`src/rtl/mem_copy_engine_if.sv`:
```
// mem_copy_engine_if
//   Bundles the copy-command strobe and the data-memory port of the copy engine.
//   master : the copy engine
//            inputs  start, src_addr, dst_addr, len, mem_dat_out
//            outputs busy, done, mem_addr, mem_wr_en, mem_dat_in
//   slave  : the control path and memory side, with each direction reversed
interface mem_copy_engine_if #(
  parameter int AW = 8,
  parameter int DW = 8
);
  logic          start;
  logic [AW-1:0] src_addr;
  logic [AW-1:0] dst_addr;
  logic [7:0]    len;
  logic          busy;
  logic          done;
  logic [AW-1:0] mem_addr;
  logic          mem_wr_en;
  logic [DW-1:0] mem_dat_in;
  logic [DW-1:0] mem_dat_out;

  modport master (
    input  start, src_addr, dst_addr, len, mem_dat_out,
    output busy, done, mem_addr, mem_wr_en, mem_dat_in
  );

  modport slave (
    output start, src_addr, dst_addr, len, mem_dat_out,
    input  busy, done, mem_addr, mem_wr_en, mem_dat_in
  );
endinterface

```
`src/rtl/mem_copy_engine.sv`:
```
// mem_copy_engine
//   Copies len bytes from src_addr to dst_addr within a single data memory.
//   Each byte takes two cycles: a read cycle, then a write cycle. A single
//   done pulse follows the last write. len = 0 goes directly to DONE.
//   Ports:
//     clk    clock, rising edge
//     rst_n  asynchronous active-low reset; aborts a copy in progress
//     bus    mem_copy_engine_if.master (command inputs, busy/done, memory port)
//   Optional build macro:
//     COPY_OVERLAP_SAFE_EN - when dst_addr > src_addr, copy from the top of the
//                            block downward so that overlapping moves behave
//                            like memmove.
module mem_copy_engine #(
  parameter int AW = 8,
  parameter int DW = 8
) (
  input  logic                 clk,
  input  logic                 rst_n,
  mem_copy_engine_if.master    bus
);

  typedef enum logic [1:0] {S_IDLE, S_RD, S_WR, S_DONE} state_t;

  state_t        r_state;
  logic [AW-1:0] r_src_ptr;
  logic [AW-1:0] r_dst_ptr;
  logic [7:0]    r_cnt;
  logic [DW-1:0] r_buf;
  logic          r_busy;
  logic          r_done;
  logic [AW-1:0] r_mem_addr;
  logic          r_mem_wr_en;

  logic [AW-1:0] w_src_first;
  logic [AW-1:0] w_dst_first;
  logic [AW-1:0] w_src_nxt;
  logic [AW-1:0] w_dst_nxt;

`ifdef COPY_OVERLAP_SAFE_EN
  logic          r_bwd;
  logic          w_bwd;
  // A destination above the source could overwrite bytes that have not yet
  // been read, so start at the top of the block and walk downward.
  assign w_bwd       = (bus.dst_addr > bus.src_addr);
  assign w_src_first = w_bwd ? bus.src_addr + AW'(bus.len) - AW'(1) : bus.src_addr;
  assign w_dst_first = w_bwd ? bus.dst_addr + AW'(bus.len) - AW'(1) : bus.dst_addr;
  assign w_src_nxt   = r_bwd ? r_src_ptr - AW'(1) : r_src_ptr + AW'(1);
  assign w_dst_nxt   = r_bwd ? r_dst_ptr - AW'(1) : r_dst_ptr + AW'(1);
`else
  assign w_src_first = bus.src_addr;
  assign w_dst_first = bus.dst_addr;
  assign w_src_nxt   = r_src_ptr + AW'(1);
  assign w_dst_nxt   = r_dst_ptr + AW'(1);
`endif

  // Write data is decoded from the buffer and state, so it is zero outside WR.
  assign bus.mem_dat_in = (r_state == S_WR) ? r_buf : '0;
  assign bus.busy       = r_busy;
  assign bus.done       = r_done;
  assign bus.mem_addr   = r_mem_addr;
  assign bus.mem_wr_en  = r_mem_wr_en;

  // Outputs are registered. Each branch loads the output values for the state
  // being entered.
  always_ff @(posedge clk or negedge rst_n) begin
    if (!rst_n) begin
      r_state     <= S_IDLE;
      r_src_ptr   <= '0;
      r_dst_ptr   <= '0;
      r_cnt       <= '0;
      r_buf       <= '0;
      r_busy      <= 1'b0;
      r_done      <= 1'b0;
      r_mem_addr  <= '0;
      r_mem_wr_en <= 1'b0;
`ifdef COPY_OVERLAP_SAFE_EN
      r_bwd       <= 1'b0;
`endif
    end else begin
      case (r_state)
        S_IDLE: begin
          if (bus.start) begin
            r_busy <= 1'b1;
            if (bus.len != 8'd0) begin
              r_state    <= S_RD;
              r_src_ptr  <= w_src_first;
              r_dst_ptr  <= w_dst_first;
              r_cnt      <= bus.len;
              r_mem_addr <= w_src_first;
`ifdef COPY_OVERLAP_SAFE_EN
              r_bwd      <= w_bwd;
`endif
            end else begin
              r_state <= S_DONE;
              r_done  <= 1'b1;
            end
          end
        end
        S_RD: begin
          r_buf       <= bus.mem_dat_out;
          r_src_ptr   <= w_src_nxt;
          r_state     <= S_WR;
          r_mem_addr  <= r_dst_ptr;
          r_mem_wr_en <= 1'b1;
        end
        S_WR: begin
          r_dst_ptr   <= w_dst_nxt;
          r_cnt       <= r_cnt - 8'd1;
          r_mem_wr_en <= 1'b0;
          if (r_cnt == 8'd1) begin
            r_state    <= S_DONE;
            r_done     <= 1'b1;
            r_mem_addr <= '0;
          end else begin
            r_state    <= S_RD;
            r_mem_addr <= r_src_ptr;  // already advanced during RD
          end
        end
        S_DONE: begin
          r_state     <= S_IDLE;
          r_busy      <= 1'b0;
          r_done      <= 1'b0;
          r_mem_addr  <= '0;
          r_mem_wr_en <= 1'b0;
        end
        default: begin
          r_state     <= S_IDLE;
          r_busy      <= 1'b0;
          r_done      <= 1'b0;
          r_mem_addr  <= '0;
          r_mem_wr_en <= 1'b0;
        end
      endcase
    end
  end

endmodule

```
`src/flat_wrapper.sv`:
```
// flat-port wrapper written by rule: the top's interface ports become plain ports
module mem_copy_engine_flat 
#(
  parameter int AW = 8,
  parameter int DW = 8
)
  (clk, rst_n, bus_start, bus_src_addr, bus_dst_addr, bus_len, bus_mem_dat_out, bus_busy, bus_done, bus_mem_addr, bus_mem_wr_en, bus_mem_dat_in);
  mem_copy_engine_if #(.AW(AW), .DW(DW)) bus_i ();
  input  logic clk;
  input  logic rst_n;
  input wire logic [$bits(bus_i.start)-1:0] bus_start;
  input wire logic [$bits(bus_i.src_addr)-1:0] bus_src_addr;
  input wire logic [$bits(bus_i.dst_addr)-1:0] bus_dst_addr;
  input wire logic [$bits(bus_i.len)-1:0] bus_len;
  input wire logic [$bits(bus_i.mem_dat_out)-1:0] bus_mem_dat_out;
  output wire logic [$bits(bus_i.busy)-1:0] bus_busy;
  output wire logic [$bits(bus_i.done)-1:0] bus_done;
  output wire logic [$bits(bus_i.mem_addr)-1:0] bus_mem_addr;
  output wire logic [$bits(bus_i.mem_wr_en)-1:0] bus_mem_wr_en;
  output wire logic [$bits(bus_i.mem_dat_in)-1:0] bus_mem_dat_in;
  assign bus_i.start = bus_start;
  assign bus_i.src_addr = bus_src_addr;
  assign bus_i.dst_addr = bus_dst_addr;
  assign bus_i.len = bus_len;
  assign bus_i.mem_dat_out = bus_mem_dat_out;
  assign bus_busy = bus_i.busy;
  assign bus_done = bus_i.done;
  assign bus_mem_addr = bus_i.mem_addr;
  assign bus_mem_wr_en = bus_i.mem_wr_en;
  assign bus_mem_dat_in = bus_i.mem_dat_in;
  mem_copy_engine #(.AW(AW), .DW(DW)) u_core (.clk(clk), .rst_n(rst_n), .bus(bus_i));
endmodule
```
`config.mk`:
```
export PLATFORM = sky130hd
export DESIGN_NAME = mem_copy_engine_flat
export DESIGN_NICKNAME = d
export VERILOG_FILES = /design/src/rtl/mem_copy_engine_if.sv /design/src/rtl/mem_copy_engine.sv /design/src/flat_wrapper.sv
export SDC_FILE = /design/constraint.sdc
export NUM_CORES = 1
export LEC_CHECK = 0
export BUFFER_PORTS_ARGS = -buffer_cell sky130_fd_sc_hd__buf_4
export CORE_MARGIN = 10
export CORE_UTILIZATION = 45
export DETAILED_ROUTE_END_ITERATION = 8
export MAX_ROUTING_LAYER = met4
export PLACE_DENSITY = 0.67
export SKIP_CTS_REPAIR_TIMING = 1
export SLEW_MARGIN = 15
export SYNTH_ARGS = -nofsm -noshare
export SYNTH_HDL_FRONTEND = slang
export SYNTH_SLANG_ARGS = --single-unit
```
`constraint.sdc`:
```
create_clock -name clk -period 1.9 [get_ports clk]
set_clock_uncertainty 0.05 [all_clocks]
set_input_delay 0.19 -clock clk [delete_from_list [all_inputs] [get_ports clk]]
set_output_delay 0.19 -clock clk [all_outputs]
set_load 0.01 [all_outputs]
```
Word-level counts from Yosys, hierarchy flattened
Cells that the tools add are included.
{"block": "word_totals", "inputBits": 35, "regBits": 45, "word_cells": 56, "out_inout_bits": 19}
{"block": "op_classes", "eq_ne": 8, "muxes": 23, "addsub": 3, "n_reduce_logical": 13}
{"cell": "$mux 8", "n": 8}
{"cell": "$pmux 8 s2", "n": 3}
{"cell": "$pmux 8 s4", "n": 1}
{"cell": "$add 8x1->8 const B", "n": 2}
{"cell": "$eq 8x1->1 const B", "n": 1}
{"cell": "$pmux 2 s4", "n": 1}
{"cell": "$reduce_bool 2->1", "n": 4}
{"cell": "$reduce_bool 8->1", "n": 1}
{"cell": "$sub 8x1->8 const B", "n": 1}
{"cell": "$mux 2", "n": 3}
{"cell": "$ne 2x2->1 const B", "n": 3}
{"cell": "$reduce_and 3->1", "n": 2}
{"cell": "$eq 2x2->1 const B", "n": 2}
{"cell": "$mux 1", "n": 4}
{"cell": "$pmux 1 s2", "n": 2}
{"cell": "$reduce_and 2->1", "n": 2}
{"cell": "$reduce_and 4->1", "n": 1}
{"cell": "$pmux 1 s3", "n": 1}
{"cell": "$reduce_bool 3->1", "n": 1}
{"cell": "$eq 2x1->1 const B", "n": 1}
{"cell": "$logic_not 2->1", "n": 1}
{"cell": "$ne 2x1->1 const B", "n": 1}
{"cell": "$reduce_or 2->1", "n": 1}

Logic depth before layout (Yosys ltp)
Gate-level depths: netlist of the first run.
{"block": "logic_depth", "ltp_word": 4, "depth_mapped": 6, "ltp_nobuf": 6}

Least setup slack after synthesis of the first run
Ideal clock, no wire load.
{"block": "synth_path", "path_kind": "register to register", "startpoint": "register u_core.r_cnt[4]", "endpoint": "register u_core.r_mem_addr[0] (netlist: u_core.bus.mem_addr[0])", "required_ns": 1.705, "slack_ns": 0.104, "arrival_time_ns": 1.601, "n_path_buf": 0, "stages_incl_launch_ff": 5, "setup_time_ns": 0.145, "synth_period_minus_slack_ns": 1.796, "path_cell_list": "dfrtp_1 -> or4_4 -> o41a_2 -> a21oi_1 -> o21ai_0"}
{"block": "synth_between", "elab_chain_cells": 3}
{"item": "start, declared", "line_no": "mem_copy_engine.sv:27", "source": "logic [7:0] r_cnt;"}
{"item": "start signal, assigned", "line_no": "mem_copy_engine.sv:88", "source": "r_cnt <= bus.len;"}
{"item": "start signal, assigned", "line_no": "mem_copy_engine.sv:108", "source": "r_cnt <= r_cnt - 8'd1;"}
{"item": "$eq 8x1->1", "line_no": "mem_copy_engine.sv:110", "source": "if (r_cnt == 8'd1) begin"}
{"item": "$mux 8", "line_no": "mem_copy_engine.sv:110"}
{"item": "$pmux 8 s4", "line_no": "mem_copy_engine.sv:80", "source": "case (r_state)"}
{"item": "end signal, assigned", "line_no": "mem_copy_engine.sv:89", "source": "r_mem_addr <= w_src_first;"}
{"item": "end signal, assigned", "line_no": "mem_copy_engine.sv:103", "source": "r_mem_addr <= r_dst_ptr;"}
{"item": "end signal, assigned", "line_no": "mem_copy_engine.sv:116", "source": "r_mem_addr <= r_src_ptr;"}
{"item": "end, declared", "line_no": "mem_copy_engine.sv:31", "source": "logic [AW-1:0] r_mem_addr;"}
Every way passes these cells.
A chain may end at the register's enable or synchronous reset.

Worst setup path in the final report of the first run
{"block": "layout_path", "startpoint": "register u_core.r_cnt[4]", "endpoint": "register u_core.r_done (netlist: u_core.bus.done)"}
{"block": "layout_between", "elab_chain_cells": 3}
{"item": "$eq 8x1->1", "line_no": "mem_copy_engine.sv:110"}
{"item": "$ne 2x2->1 (no source line)"}
{"item": "$reduce_and 4->1 (no source line)"}
{"item": "end signal, assigned", "line_no": "mem_copy_engine.sv:112", "source": "r_done <= 1'b1;"}
{"item": "end signal, assigned", "line_no": "mem_copy_engine.sv:122", "source": "r_done <= 1'b0;"}
{"item": "end signal, assigned", "line_no": "mem_copy_engine.sv:129", "source": "r_done <= 1'b0;"}
{"item": "end, declared", "line_no": "mem_copy_engine.sv:30", "source": "logic r_done;"}
Every way passes these cells.

==> impl_results.md, run 1 <==
- Vias/cell: around 5.8
- CP Capture Type: flip-flop
- Max Fanout on Critical Path: 3
- GRT Max-Usage Layer: met2
- Top-count cell post-synth: dfrtp_1
- Root Driver: clkbuf_8
- Largest net degree at the start of global routing: 46
- DR iter-0 viols: about 160
- Post-synth EDFFs: 0
- Rel. slew slack: 59.87%
- Top area cells in the synthesized netlist: dfrtp_1, mux2_2, nor2_1
- Syn_area_per_cell: around 9 sq um
- Slew @ Worst Pin: 601.9 ps
- Drc violations: 0
- Mapped cell area: 2686 sq um
- Synth Flop Type: dfrtp_1
- Worst-Skew Late Latency: between 300 and 400 ps
- Gp weighted congestion: 0.9067
- First-pass GRT wire length: roughly 13000 um
- CTS Sinks: between 40 and 50
- Worst Path Required: 2080 ps
- Setup violators final: 0
- Detailed Place HPWL: between 5000 and 6000 um
- VDD IR max: 0.8349 mV
- Final Max Slew Viols: 0
- # IOs: 54
- Drt wl/cell: 18.13 um
- Worst Hold Class: in -> reg
- Syn Inst Count: 291
- Core Rows: 28
- Period utilization: 97.86%
- Gr ovfl total: 0
- RSZ-0062 raised after global routing: yes
- Area delta synth->final: 30.23%
- Slowest CP cell: or4_4
- Initial antenna violation count: 0
- Port buffer count: 53
- CP arrival: 2040 ps
- Reg clk slew, reported paths: 90 ps
- DRT Pass-1 Iters: 4
- Routed Antenna Nets: 0
- #FFs+latches synth: 45
- Routed Wire Length: 8015 um
- Final Util: between 50% and 60%
- Layout cells sized above 1: 32.15%
- Synth top area share: 41.92%
- GR Util met2: around 27%
- Yosys warnings: 0
- Ys async rst share: 100.0%
- Status: complete, no violations
- CP cell instances: or4_4 > or4_4 > o21ba_1 > o22ai_1
- Number of buffers created by CTS: 5
- GR Util met1: a little over a fifth
- Area leader, netlist: dfrtp_1
- FMAX: 537.8 MHz
- Gr usage total: 16.93%
- Fill count: around 520
- PD cells: 1572 nW/um^2
- Clock buffer depth: 2
- CTS tree: built
- # diodes: 0
- Crit Path Category: reg -> reg
- Critical Path Start Type: flip-flop
- Sequential share of the synthesized area: around two fifths
- TNS Setup: 0 ps
- Top cell by count, worst path: or4_4
- Netlist cell types: 56
- Global Route met3 Usage: under 10%
- Commonest cells post-synth: dfrtp_1, nor2_1, o21ai_0
- H-Tree Depth: 2
- Max incr delay on CP: 570 ps
- Syn_nets: 330
- Die Ht: a little under 100 um
- Lkg Pwr: around 1.5 nW
- Vias in the first global route: around 2600
- Width of the die: 97.27 um
- Final nets: 405
- Via count: 2562
- Total power: 0.005498 W
- Max Cap Viol: 0
- Initial cell density of the core: 45.92%
- Die Area: between 9000 and 10000 sq um
- Fin. Hold Viols: 0
- Core area: 5851 sq um
- Minimum clock period: around 1900 ps
-- kinds of logic after synthesis --
kind of cell	Yosys count	synth area share, %
buffers and inverters	24	4.052
muxes	20	7.965
DFF	45	41.92
AOI/OAI and AO/OA	92	23.24
xor gates and xnor gates	2	0.6522
adders and majority gates	4	1.863
and+or+nand+nor	104	20.31
-- power by group --
| part | total [W] | internal, W | switching [W] |
|---|---|---|---|
| logic | 0.00281 | 0.00138 | 0.00143 |
| registers | 0.00193 | 0.00145 | 0.000484 |
| clock network | 0.000761 | 0.000394 | 0.000366 |
| total | 0.00550 | 0.00322 | 0.00228 |
-- state kept, by name, summed over array words and instances, names as in the netlist --
| register | cells |
|---|---|
| u_core.bus.busy | 1 |
| u_core.r_dst_ptr | 8 |
| u_core.r_state | 2 |
| u_core.bus.done | 1 |
| u_core.r_src_ptr | 8 |
| u_core.bus.mem_addr | 8 |
| u_core.bus.mem_wr_en | 1 |
| u_core.r_cnt | 8 |
| u_core.r_buf | 8 |
-- worst paths after layout --
check / startpoint / end / slack, ps / depth (start not counted)
worst max-delay path: u_core.r_cnt[4] / u_core.bus.done / 40 / 4
worst max register to register: u_core.r_cnt[4] / u_core.bus.done / 40 / 4
worst min register to register: u_core.r_buf[4] / u_core.r_buf[4] / 460 / 1
min in group asynchronous: rst_n / u_core.r_cnt[2] / 370 / 2
max in group asynchronous: rst_n / u_core.r_state[1] / 1000 / 2
worst min-delay path: bus_mem_dat_out[4] / u_core.r_buf[4] / 60 / 2
-- worst max-delay path: cells and delay by family (launching register included) --
kind / cells / cell delay [ps]
and+or+nand+nor: 2 / 1010
DFF: 1 / 390
AOI/OAI and AO/OA: 2 / 330
-- per-layer routing --
metal | wire length (um) | part of all wire [%]
met1 | 3750 | 47
met2 | 3849 | 48
met3 | 286 | 3.6
met4 | 129 | 1.6
met5 | 0 | 0
-- metrics by stage --
stage / hold WS [ps] / instances / cell area [sq um] / setup slack, ps
2_1_floorplan: -155.6 / 291 / 2686 / 103.9
3_3_place_gp: 191.5 / 429 / 3307 / 62.05
3_5_place_dp: 190.1 / 429 / 3307 / -20.64
4_1_cts: -142.0 / 437 / 3422 / -97.64
5_1_grt: 52.23 / 442 / 3498 / -19.44
6_report: 58.96 / 442 / 3498 / 40.67
-- placed cells by master, fill, tap and decap left out, types with 4 or more instances in the layout --
cell      instances
clkbuf_8          5
mux2_2           11
nor3_1            7
nand2_1          17
o21ai_0          22
a21oi_1          20
or4_4             4
nor2_1           30
nand3_1          13
mux2i_1           9
ha_1              4
inv_1             7
and2_1            9
nor4_1            6
o22ai_1           8
buf_4            80
a31oi_1           4
and3_1            5
dfrtp_1          43
-- cell type report --
class / instances / area [sq um] / share of cell area [%]
Clock buffer: 5 / 68.82 / 1.967
Clock inverter: 3 / 46.29 / 1.323
Inverter: 8 / 30.03 / 0.8584
Multi-Input combinational cell: 222 / 1478 / 42.24
Sequential cell: 45 / 1129 / 32.26
Tap cell: 75 / 93.84 / 2.682
Timing Repair Buffer: 84 / 653.1 / 18.67
Note: power is estimated with default switching activity, not from simulation.
==> inputs of run 2 (changes only) <==
PLACE_DENSITY = default   (was 0.67)
PLACE_DENSITY_LB_ADDON = 0.3   (was default)
==> run 2 against run 1 <==
Compared with the run above: global-route usage down 0.068 points; clock-buffer cell count unchanged; largest cell class unchanged; sequential power about the same; highest routed layer unchanged; largest power group unchanged.
==> impl_results.md, run 2 (synthesis gave the netlist of run 1 again) <==
- Status: complete, no violations
- FMAX: 541.7 MHz (+0.72%)
- Vias/cell: 5.766 (-0.53%)
- Flop pwr share: 35.3% (+0.2 points)
- Initial cell density of the core: 45.92% (unchanged)
- CP arrival: 2020 ps (-20 ps)
- Worst-Skew Late Latency: 300 ps (about the same)
- Core Rows: 28 (unchanged)
- Crit Path Category: reg -> reg
- Drt wl/cell: 17.65 um (-2.7%)
- Final nets: 403 (-0.49%)
- Critical Path Start Type: flip-flop
- Max Cap Viol: 0 (unchanged)
- FF-to-FF setup slack: 50 ps (about the same)
- Vias in the first global route: 2659 (+4.1%)
- Worst r2r src: u_core.r_cnt[4]
- Top cell by count, worst path: or4_4
- Slew @ Worst Pin: 592.7 ps (-9.159 ps)
- Hold Slack: 65.27 ps (+6.304 ps)
- Logic pwr share: 51.1% (about the same)
- Most frequent cells in the layout: buf_4, dfrtp_1, nor2_1, o21ai_0, a21oi_1
- Clock buffer depth: 2 (unchanged)
- Family with the most delay on the worst path: simple AND/OR/NAND/NOR gates
- DR iter-0 viols: 171 (+8.2%)
- Fin. Hold Viols: 0 (unchanged)
- Switching share of power: 40.88% (-0.64 points)
- Gp weighted congestion: 0.9126 (+0.65%)
- Detailed Place HPWL: 5844 um (+2.1%)
- Largest net degree at the start of global routing: 46 (unchanged)
- Most common cell after layout, fill and taps aside: buf_4
- Post-Place Cell Area: 3334 sq um (+0.83%)
- Reg2reg path depth: 4 (unchanged)
- Number of buffers created by CTS: 5 (unchanged)
- TNS Setup: 0 ps (unchanged)
- Area delta synth->final: 29.34%
- Pre-CTS WS: 27.67 ps (+48.31 ps)
- Lkg Pwr: 1.535 nW (-0.43%)
- H-Tree Depth: 2 (unchanged)
- Gr ovfl total: 0 (unchanged)
- Beginning of the critical path: u_core.r_cnt[4]
- Port buffer count: 53 (unchanged)
- Hold depth: 2 (unchanged)
- CTS Sinks: 45 (unchanged)
- First-pass GRT wire length: 13170 um (about the same)
- Initial antenna violation count: 0 (unchanged)
- Worst Hold Class: in -> reg
- Worst Path Required: 2080 ps (about the same)
- # IOs: 54 (unchanged)
- Die Area: 9460 sq um (unchanged)
- Layout cells sized above 1: 30.96% (-1.2 points)
- Gr usage total: 16.87% (-0.068 points)
- Setup ws final: 53.87 ps (+13.20 ps)
- Width of the die: 97.27 um (unchanged)
- Max Fanout on Critical Path: 3 (unchanged)
- NetSw: 0.002226 W (-2.5%)
- Setup violators final: 0 (unchanged)
- Via count: 2537 (-0.98%)
- Bufs and invs on worst path: 0 (unchanged)
- CP cell instances: or4_4 > or4_4 > o21ba_1 > o22ai_1
- Root Driver: clkbuf_8
- Clk pwr share: 13.6% (-0.2 points)
- Final instance area: 3475 sq um (-0.68%)
- Minimum clock period: 1846 ps (-13.20 ps)
- CP Capture Type: flip-flop
- Hold Path End: u_core.r_buf[5]
- Reg clk slew, reported paths: 90 ps (about the same)
- Slowest CP cell: or4_4
- DRT Pass-1 Iters: 4 (unchanged)
- # diodes: 0 (unchanged)
- R2R Path End: u_core.bus.done
- PD cells: 1567 nW/um^2 (-0.29%)
- VDD IR max: 0.8335 mV (-0.18%)
- Internal Dissipation: 0.003219 W (+0.11%)
- Period utilization: 97.16% (-0.69 points)
- Core area: 5851 sq um (unchanged)
- RSZ-0062 raised after global routing: yes
- Rel. slew slack: 60.48% (+0.61 points)
- Routed Wire Length: 7767 um (-3.1%)
- Drc violations: 0 (unchanged)
- Final Max Slew Viols: 0 (unchanged)
- Max incr delay on CP: 560 ps (about the same)
- Routed Antenna Nets: 0 (unchanged)
- Die Ht: 97.27 um (unchanged)
- CTS tree: built
- Hold path start: bus_mem_dat_out[5]
-- run 2: changes by cell type in the layout (fill, tap and decap cells not counted), sizes merged --
| cell | change |
|---|---|
| clkinvlp | +1 |
| buf | -2 |
| clkinv | -1 |
-- run 2: worst max-delay path by stage --
| stage | to | slack [ps] | cells past startpoint |
|---|---|---|---|
| finish | u_core.bus.done | 50 | 4 |
| global route | u_core.bus.mem_addr[2] | -20 | 4 |
| CTS | u_core.bus.mem_addr[1] | 10 | 4 |
| detailed placement | u_core.bus.mem_addr[1] | 30 | 4 |
| global placement | u_core.r_dst_ptr[2] | 60 | 6 |
| floorplan | u_core.bus.mem_addr[0] | 100 | 4 |
-- run 2: power groups by stage --
stage | registers (W) | logic [W] | clock network, W
6_report | 0.00192 | 0.00278 | 0.000739
5_1_grt | 0.00200 | 0.00312 | 0.000795
4_1_cts | 0.00190 | 0.00279 | 0.000751
3_5_place_dp | 0.00192 | 0.00278 | 0
3_3_place_gp | 0.00191 | 0.00271 | 0
2_1_floorplan | 0.00187 | 0.00172 | 0
-- run 2: layer usage --
| layer | part of all wire [%] | vias to the layer above | wire length [um] | track usage (%) |
|---|---|---|---|---|
| met2 | 50 | 80 | 3878 | 27.37 |
| met4 | 0.79 | 0 | 61 | 4.810 |
| met3 | 5.5 | 6 | 425 | 2.845 |
| li1 | - | 1236 | - | - |
| met5 | 0 | - | 0 | - |
| met1 | 44 | 1215 | 3401 | 21.08 |
-- run 2: cell type report --
type                            count  area, sq um
Tap cell                           75        93.84
Clock inverter                      3        46.29
Clock buffer                        5        68.82
Sequential cell                    45         1126
Fill cell                         535         2376
Timing Repair Buffer               82        643.1
Multi-Input combinational cell    222         1463
Inverter                            8        33.78
-- run 2: metrics by stage --
stage | instances | total power (W) | utilization (%)
floorplan | 291 | 0.003590 | -
global placement | 431 | 0.004614 | 56.99
detailed placement | 431 | 0.004698 | 56.99
CTS | 439 | 0.005450 | 58.96
global route | 440 | 0.005914 | 59.39
finish | 440 | 0.005445 | 59.39
